File: src/rtl/data_cache_ctrl.sv
// Direct-mapped, write-through, no-write-allocate data cache controller in front
// of a fixed-latency D_RAM. Loads that hit answer in one cycle; misses and stores run the RAM.
module data_cache_ctrl #(
   parameter int MEM_LAT = 2,
   parameter int LINES   = 4
) (
   input  logic       g_clk,
   input  logic       g_clr,
   input  logic       req,
   input  logic       we,
   input  logic [7:0] addr,
   input  logic [7:0] wdata,
   input  logic       inv,
   output logic [7:0] rdata,
   output logic       odv,
   output logic       busy,
   output logic [7:0] mem_addr,
   output logic [7:0] mem_wdata,
   output logic       mem_ce,
   output logic       mem_we,
   input  logic [7:0] mem_rdata,
   output logic [7:0] hit_cnt,
   output logic [7:0] miss_cnt
);

   localparam int IW = (LINES > 1) ? $clog2(LINES) : 1;
   localparam int TW = 8 - IW;

   typedef enum logic [1:0] {IDLE, RD_MISS, WR_THRU, RESP} state_t;

   typedef struct packed {
      logic          vld;
      logic [TW-1:0] tag;
      logic [7:0]    data;
   } line_t;

   state_t        state;
   line_t         lines [LINES];
   logic [3:0]    cnt;

   logic [IW-1:0] idx, l_idx;
   logic [TW-1:0] tg, l_tag;
   logic          hit, l_hit;

   // mem_addr doubles as the latched request address for the whole access
   assign idx   = addr[IW-1:0];
   assign tg    = addr[7:IW];
   assign l_idx = mem_addr[IW-1:0];
   assign l_tag = mem_addr[7:IW];
   assign hit   = lines[idx].vld && (lines[idx].tag == tg);
   assign l_hit = lines[l_idx].vld && (lines[l_idx].tag == l_tag);

   always_ff @(posedge g_clk) begin
      if (g_clr) begin
         state     <= IDLE;
         for (int i = 0; i < LINES; i++) lines[i] <= '0;
         cnt       <= '0;
         rdata     <= '0;
         mem_addr  <= '0;
         mem_wdata <= '0;
         odv       <= 1'b0;
         busy      <= 1'b0;
         mem_ce    <= 1'b0;
         mem_we    <= 1'b0;
         hit_cnt   <= '0;
         miss_cnt  <= '0;
      end else begin
         case (state)
            IDLE: begin
               // invalidate wins over a concurrent request, which the requester keeps holding
               if (inv) begin
                  for (int i = 0; i < LINES; i++) lines[i].vld <= 1'b0;
               end else if (req) begin
                  busy <= 1'b1;
                  if (!we && hit) begin
                     rdata <= lines[idx].data;
                     odv   <= 1'b1;
                     state <= RESP;
                     if (hit_cnt != 8'hFF) hit_cnt <= hit_cnt + 8'd1;
                  end else begin
                     mem_addr <= addr;
                     cnt      <= 4'(MEM_LAT);
                     mem_ce   <= 1'b1;
                     if (we) begin
                        mem_wdata <= wdata;
                        mem_we    <= 1'b1;
                        state     <= WR_THRU;
                     end else begin
                        state <= RD_MISS;
                        if (miss_cnt != 8'hFF) miss_cnt <= miss_cnt + 8'd1;
                     end
                  end
               end
            end
            RD_MISS: begin
               cnt <= cnt - 4'd1;
               if (cnt == 4'd1) begin
                  rdata          <= mem_rdata;
                  lines[l_idx]   <= '{vld: 1'b1, tag: l_tag, data: mem_rdata};
                  mem_ce         <= 1'b0;
                  odv            <= 1'b1;
                  state          <= RESP;
               end
            end
            WR_THRU: begin
               cnt <= cnt - 4'd1;
               if (cnt == 4'd1) begin
                  if (l_hit) lines[l_idx].data <= mem_wdata;
                  mem_ce <= 1'b0;
                  mem_we <= 1'b0;
                  odv    <= 1'b1;
                  state  <= RESP;
               end
            end
            RESP: begin
               odv   <= 1'b0;
               busy  <= 1'b0;
               state <= IDLE;
            end
            default: state <= IDLE;
         endcase
      end
   end

endmodule

File: config.mk
export PLATFORM = sky130hd
export DESIGN_NAME = data_cache_ctrl
export DESIGN_NICKNAME = d
export VERILOG_FILES = /design/src/rtl/data_cache_ctrl.sv
export SDC_FILE = /design/constraint.sdc
export NUM_CORES = 1
export LEC_CHECK = 0
export ABC_AREA = 1
export ABC_CLOCK_PERIOD_IN_PS = 2130
export BUFFER_PORTS_ARGS = -buffer_cell sky130_fd_sc_hd__buf_2
export CORE_UTILIZATION = 52
export DETAILED_ROUTE_END_ITERATION = 8
export PLACE_DENSITY = 0.84
export SLEW_MARGIN = 10
export SYNTH_ARGS = -nofsm -noshare
export SYNTH_HDL_FRONTEND = slang
export SYNTH_SLANG_ARGS = --single-unit
File: constraint.sdc
create_clock -name g_clk -period 2.13 [get_ports g_clk]
set_clock_uncertainty 0.2 [all_clocks]
set_input_delay 0.426 -clock g_clk [delete_from_list [all_inputs] [get_ports g_clk]]
set_output_delay 0.426 -clock g_clk [all_outputs]
set_load 0.1 [all_outputs]
==> flow_metrics.env, run 1 <==
export IMPL_status="finished, violations left"
export IMPL_violations="negative setup slack"
export IMPL_cp_start_kind="register"
export IMPL_grt_pass1_wl_mm=27.97
export IMPL_clock_sinks=112
export IMPL_synth_cell_types=35
export IMPL_clkLatencyLatePin_ns=0.40
export IMPL_ctsHoldBuffers=0
export IMPL_seqPwrFrac_pct=34.5
export IMPL_clkPwrFrac_pct=19.9
export IMPL_drive_above_1_share_pct=44.33
export IMPL_synthArstFlopShare_pct=0
export IMPL_drcViolationCount=0
export IMPL_drtIter0Drc=779
export IMPL_synth_edf_count=56
export IMPL_crit_start="cnt[0]$_SDFFE_PP0P_"
export IMPL_hold_start="wdata[5]"
export IMPL_maxCapViolCount=0
export IMPL_numCtsBuffers=9
export IMPL_insertedDiodeCount=0
export IMPL_final_nets=888
export IMPL_critPathMaxFanout=8
export IMPL_start_util_pct=53.55
export IMPL_drtPass1Iterations=5
export IMPL_die_area_mm2=0.01105
export IMPL_num_rows=37
export IMPL_vias_per_cell=6.233
export IMPL_grt_max_degree=29
export IMPL_place_ws_ns=-0.3059
export IMPL_syn_instance_count=691
export IMPL_num_io_pins=73
export IMPL_antenna_found_initial=0
export IMPL_clk_pin_slew_ns=0.10
export IMPL_setup_violations=115
export IMPL_worstHoldPathType="in2reg"
export IMPL_dp_hpwl_mm=10.87
export IMPL_grt_pass1_vias=5545
export IMPL_p_int_mw=4.276
export IMPL_h_tree_depth=3
export IMPL_fin_crit_sh_pct=116.6
export IMPL_yosysSeqAreaShare_pct=50.70
export IMPL_num_vias=6177
export IMPL_yosys_register_bits=112
export IMPL_ys_flop_type="edfxtp_1"
export IMPL_power_density_mw_per_mm2=945.8
export IMPL_tightestPinTransition_ns=0.5935
export IMPL_drv_slew=0
export IMPL_syn_to_final_growth_pct=44.68
export IMPL_routed_wl_mm=21.08
export IMPL_relSlewSlack_pct=60.39
export IMPL_power_leakage_nw=3.388
export IMPL_worst_slack_ns=-0.3530
export IMPL_die_h_um=105.1
export IMPL_critPathKind="reg2reg"
export IMPL_r2r_start="cnt[0]$_SDFFE_PP0P_"
export IMPL_grt_overflow=0
export IMPL_synth_nets=729
export IMPL_ir_worst_vdd_uv=893.3
export IMPL_cp_end_kind="register"
export IMPL_core_area_mm2=0.01032
export IMPL_die_x_um=105.1
export IMPL_synth_yosys_warnings=0
export IMPL_hold_viol=0
export IMPL_syn_area_per_cell_um2=8.000
export IMPL_design_power_total_mw=7.564
export IMPL_clockRootBuffer="clkbuf_8"
export IMPL_rsz0062_at_grt="true"
export IMPL_placement_io_buffers=72
export IMPL_max_clock_path_buffers=2
export IMPL_crit_required_ns=2.16
export IMPL_grt_total_usage_pct=32.36
export IMPL_switchingPower_mw=3.288
export IMPL_switching_share_pct=43.46
export IMPL_syn_area_mm2=0.005528
export IMPL_wl_per_cell_um=21.27
export IMPL_cts_tree="done"
export IMPL_period_needed_ns=2.483
export IMPL_max_freq_mhz=402.7
export IMPL_p_comb_share_pct=45.6
export IMPL_arrival_ns=2.52
export IMPL_ant_nets=0
export IMPL_gp_congestion=0.8882
## metrics by stage
step           area, um^2  util, %  std cells  hold slack [ns]  TNS (ns)
3_5_place_dp         6638    64.30        952           0.2539    -21.75
5_1_grt              7998    77.47        991          0.07479    -28.45
4_1_cts              7273    70.45        984          0.06501    -7.640
3_3_place_gp         6638    64.30        952           0.2507    -14.76
6_report             7998    77.47        991          0.05544    -21.12
2_1_floorplan        5630        -        691           0.2585         0
## path summary, 6_finish.rpt
path	to	slack, ns	cells after the start
min reg2reg	rdata[6]$_SDFFE_PP0P_	0.29	2
max reg2reg	lines[1][7]$_SDFFCE_PN0P_	-0.35	12
max	lines[1][7]$_SDFFCE_PN0P_	-0.35	12
min	mem_wdata[5]$_SDFFE_PP0P_	0.06	3
## power by group through the flow
stage / Sequential (mW) / Combinational, mW / Clock (mW)
final: 2.61 / 3.45 / 1.50
after global routing: 2.61 / 3.58 / 1.56
after CTS: 2.57 / 2.69 / 1.44
after detailed placement: 2.60 / 2.38 / 0
after global placement: 2.59 / 2.32 / 0
after floorplan: 3.15 / 1.06 / 0
## cells in the final DEF, fill, tap and decap left out, drive strengths merged
cell type	count
nand2	190
buf	171
nor2	109
inv	57
edfxtp	56
dfxtp	56
nand3	56
o21ai	49
a21oi	47
clkbuf	10
ha	9
a32o	8
xor2	7
nand4	6
nor3	4
nand3b	4
xnor2	3
bufinv	2
clkinv	2
nor4	2
a31oi	2
clkinvlp	2
a221oi	1
o22ai	1
a211oi	1
## synth_stat cells (all sizes together) (4+ instances only)
| master | instances | area, um^2 |
|---|---|---|
| a21oi | 47 | 235.2 |
| buf | 14 | 101.3 |
| nor2 | 109 | 426.7 |
| dfxtp | 56 | 1121 |
| a32o | 8 | 80.08 |
| nand4 | 6 | 37.54 |
| nand2 | 190 | 738.2 |
| o21ai | 49 | 260.3 |
| edfxtp | 56 | 1682 |
| ha | 9 | 112.6 |
| clkbuf | 10 | 37.54 |
| xor2 | 7 | 61.31 |
| nor3 | 4 | 25.02 |
| nand3 | 56 | 295.3 |
| inv | 55 | 206.5 |
## layer usage
metal | part of all wire (%) | track usage (%) | vias up
met5 | 0 | 0 | -
met4 | 5.9 | 14.39 | 0
met3 | 12 | 7.860 | 138
met2 | 47 | 53.74 | 567
met1 | 35 | 39.90 | 2865
li1 | - | - | 2607
## flip-flops by register name, summed over array words and instances, names as in the netlist, named ones only
| register | count |
|---|---|
| miss_cnt | 8 |
| odv | 1 |
| state | 2 |
| rdata | 8 |
| mem_ce | 1 |
| mem_addr | 8 |
| cnt | 4 |
| busy | 1 |
| mem_we | 1 |
| lines | 60 |
| mem_wdata | 8 |
| hit_cnt | 8 |
## critical path, cell delays in order (launching register included)
cell and delay [ns]:
dfxtp_2 0.40, ha_4 0.17, nand3_4 0.07, inv_2 0.08, nand2_2 0.06, nor2_2 0.11, nand4_1 0.16, nor3_4 0.22
nand3b_4 0.19, o21ai_4 0.16, nand2_2 0.14, buf_8 0.18, nor2_1 0.17
## repair_timing
item                                    in CTS  in global routing
buffers inserted                            14                  9
endpoints found under the setup margin      82                127
gates resized for setup                     69                183
gates cloned                                 2                  0
pin swaps                                   39                 56
## kinds of logic (layout without fill, tap and decap cells)
family	after synthesis	after routing	share of synthesized area, %
DFF	112	112	50.70
AOI/OAI and AO/OA	109	109	11.05
adders and majority gates	9	9	2.037
xor gates and xnor gates	10	10	1.585
and+or+nand+nor	370	371	28.25
buffers and inverters	81	244	6.383
## layout make-up
cell class	count	area, um^2
timing repair buffer	171	1279
inverter	57	226.5
multi-input combinational	499	3246
sequential	112	2849
fill	599	2326
clock inverter	6	90.09
tap	136	170.2
clock buffer	10	137.6
Power figures use the tool's default switching activity.
==> run 2, diff against run 1 <==
- CORE_UTILIZATION: 52 -> 40
- PLACE_DENSITY: 0.84 -> 0.69
==> flow_metrics.env, run 2 (synthesized netlist as in run 1, its figures left out) <==
export IMPL_tightestPinTransition_ns=0.4956
export IMPL_ant_nets=0
export IMPL_clkLatencyLatePin_ns=0.35
export IMPL_worstHoldPathType="in2reg"
export IMPL_final_common_cell="nand2_1"
export IMPL_dpl_cell_area_mm2=0.006645
export IMPL_setup_violations=64
export IMPL_antenna_found_initial=0
export IMPL_drtPass1Iterations=5
export IMPL_maxCapViolCount=0
export IMPL_grt_overflow=0
export IMPL_die_area_mm2=0.01429
export IMPL_final_nets=861
export IMPL_cp_start_kind="register"
export IMPL_wl_per_cell_um=14.78
export IMPL_drive_above_1_share_pct=31.04
export IMPL_drv_slew=0
export IMPL_cp_end_kind="register"
export IMPL_dp_hpwl_mm=10.71
export IMPL_clock_sinks=112
export IMPL_grt_total_usage_pct=21.66
export IMPL_design_power_total_mw=6.826
export IMPL_h_tree_depth=3
export IMPL_worst_slack_ns=-0.1115
export IMPL_num_vias=5034
export IMPL_grt_max_degree=35
export IMPL_ctsHoldBuffers=0
export IMPL_vias_per_cell=5.014
export IMPL_final_cell_mix="nand2_1, nor2_1, buf_2"
export IMPL_hold_viol=0
export IMPL_cts_tree="done"
export IMPL_fin_crit_sh_pct=105.2
export IMPL_syn_to_final_growth_pct=31.24
export IMPL_ir_worst_vdd_uv=581.9
export IMPL_gp_congestion=0.9068
export IMPL_drcViolationCount=0
export IMPL_critPathKind="reg2reg"
export IMPL_numCtsBuffers=9
export IMPL_die_h_um=119.6
export IMPL_arrival_ns=2.10
export IMPL_top_register="lines"
export IMPL_nFillCells=1252
export IMPL_core_area_mm2=0.01335
export IMPL_clockRootBuffer="clkbuf_16"
export IMPL_max_freq_mhz=446.1
export IMPL_rsz0062_at_grt="true"
export IMPL_critPathMaxFanout=8
export IMPL_status="finished, violations left"
export IMPL_power_density_mw_per_mm2=941.0
export IMPL_routed_wl_mm=14.84
export IMPL_start_util_pct=41.41
export IMPL_insertedDiodeCount=0
export IMPL_num_io_pins=73
export IMPL_design_area_mm2=0.007254
export IMPL_placement_io_buffers=72
export IMPL_die_x_um=119.6
export IMPL_period_needed_ns=2.241
export IMPL_crit_required_ns=1.99
export IMPL_relSlewSlack_pct=67.19
export IMPL_holdWs_ns=0.09178
export IMPL_grt_pass1_wl_mm=23.92
export IMPL_power_leakage_nw=3.143
export IMPL_num_rows=42
export IMPL_violations="negative setup slack"
export IMPL_max_clock_path_buffers=2
export IMPL_drtIter0Drc=405
export IMPL_largest_register_ff_count=60
export IMPL_clk_pin_slew_ns=0.07
export IMPL_grt_pass1_vias=4743
run 2: cell types whose count changed in the layout (fill, tap and decap cells not counted), moves of 15 or more:
cell     before  now
nand2_1     147  171
a21oi_1      24   45
nor2_1       72   93
a21oi_2      22    2
nor2_4       23    3
nand3_1      27   46
buf_6        22    7
run 2: power by group:
group | leakage (nW) | total (mW) | internal, mW | switching, mW
combinational | 1.96 | 2.62 | 0.877 | 1.74
clock | 0.134 | 1.63 | 0.808 | 0.821
sequential | 1.05 | 2.58 | 2.45 | 0.125
total | 3.14 | 6.83 | 4.14 | 2.69
run 2: what timing repair did:
action,4_1_cts,5_1_grt
endpoints found under the setup margin,64,122
resized for setup,31,42
setup buffers,4,1
gates cloned,0,0
pin swaps,8,11
run 2: worst max-delay path, stage by stage, from the launching register on:
cell and delay (ns):
dfxtp_4 0.40, buf_12 0.12, nand2_1 0.06, nand3_2 0.08, nand2_2 0.08, xor2_2 0.16, nor3_2 0.27, nand3b_4 0.15
o21ai_4 0.13, nand2_2 0.12, nand2_4 0.16
run 2: area by class of cell:
cell class                 instances  area (um^2)  area share (%)
timing repair buffer             145        997.2           13.75
tap                              176        220.2           3.036
clock inverter                     7        55.05          0.7589
clock buffer                       9        225.2           3.105
sequential                       112         2849           39.27
inverter                          57        221.5           3.053
multi-input combinational        498         2686           37.03
run 2: stage by stage:
| stage | cells | setup WS, ns | setup TNS [ns] | util, % |
|---|---|---|---|---|
| after floorplan | 691 | 0.002984 | 0 | - |
| after global placement | 983 | -0.2168 | -13.86 | 49.78 |
| after detailed placement | 983 | -0.2305 | -17.06 | 49.78 |
| after CTS | 1003 | -0.1285 | -5.480 | 53.09 |
| after global routing | 1004 | -0.1737 | -9.173 | 54.35 |
| final | 1004 | -0.1115 | -4.930 | 54.35 |
run 2: worst paths after layout:
path / from / to / slack (ns) / depth (start not counted)
setup reg to reg: register / lines[0][4]$_SDFFCE_PN0P_ / -0.11 / 10
hold reg to reg: rdata[1]$_SDFFE_PP0P_ / rdata[1]$_SDFFE_PP0P_ / 0.26 / 2
hold / removal: wdata[4] / mem_wdata[4]$_SDFFE_PP0P_ / 0.09 / 3
setup / recovery: register / lines[0][4]$_SDFFCE_PN0P_ / -0.11 / 10
run 2: layer usage:
metal | GRT usage, % | vias to the layer above | share of wire, %
met3 | 5.703 | 15 | 5.4
met5 | 0 | - | 0
met1 | 27.95 | 2334 | 45
li1 | - | 2546 | -
met4 | 5.625 | 0 | 1.7
met2 | 35.91 | 139 | 48
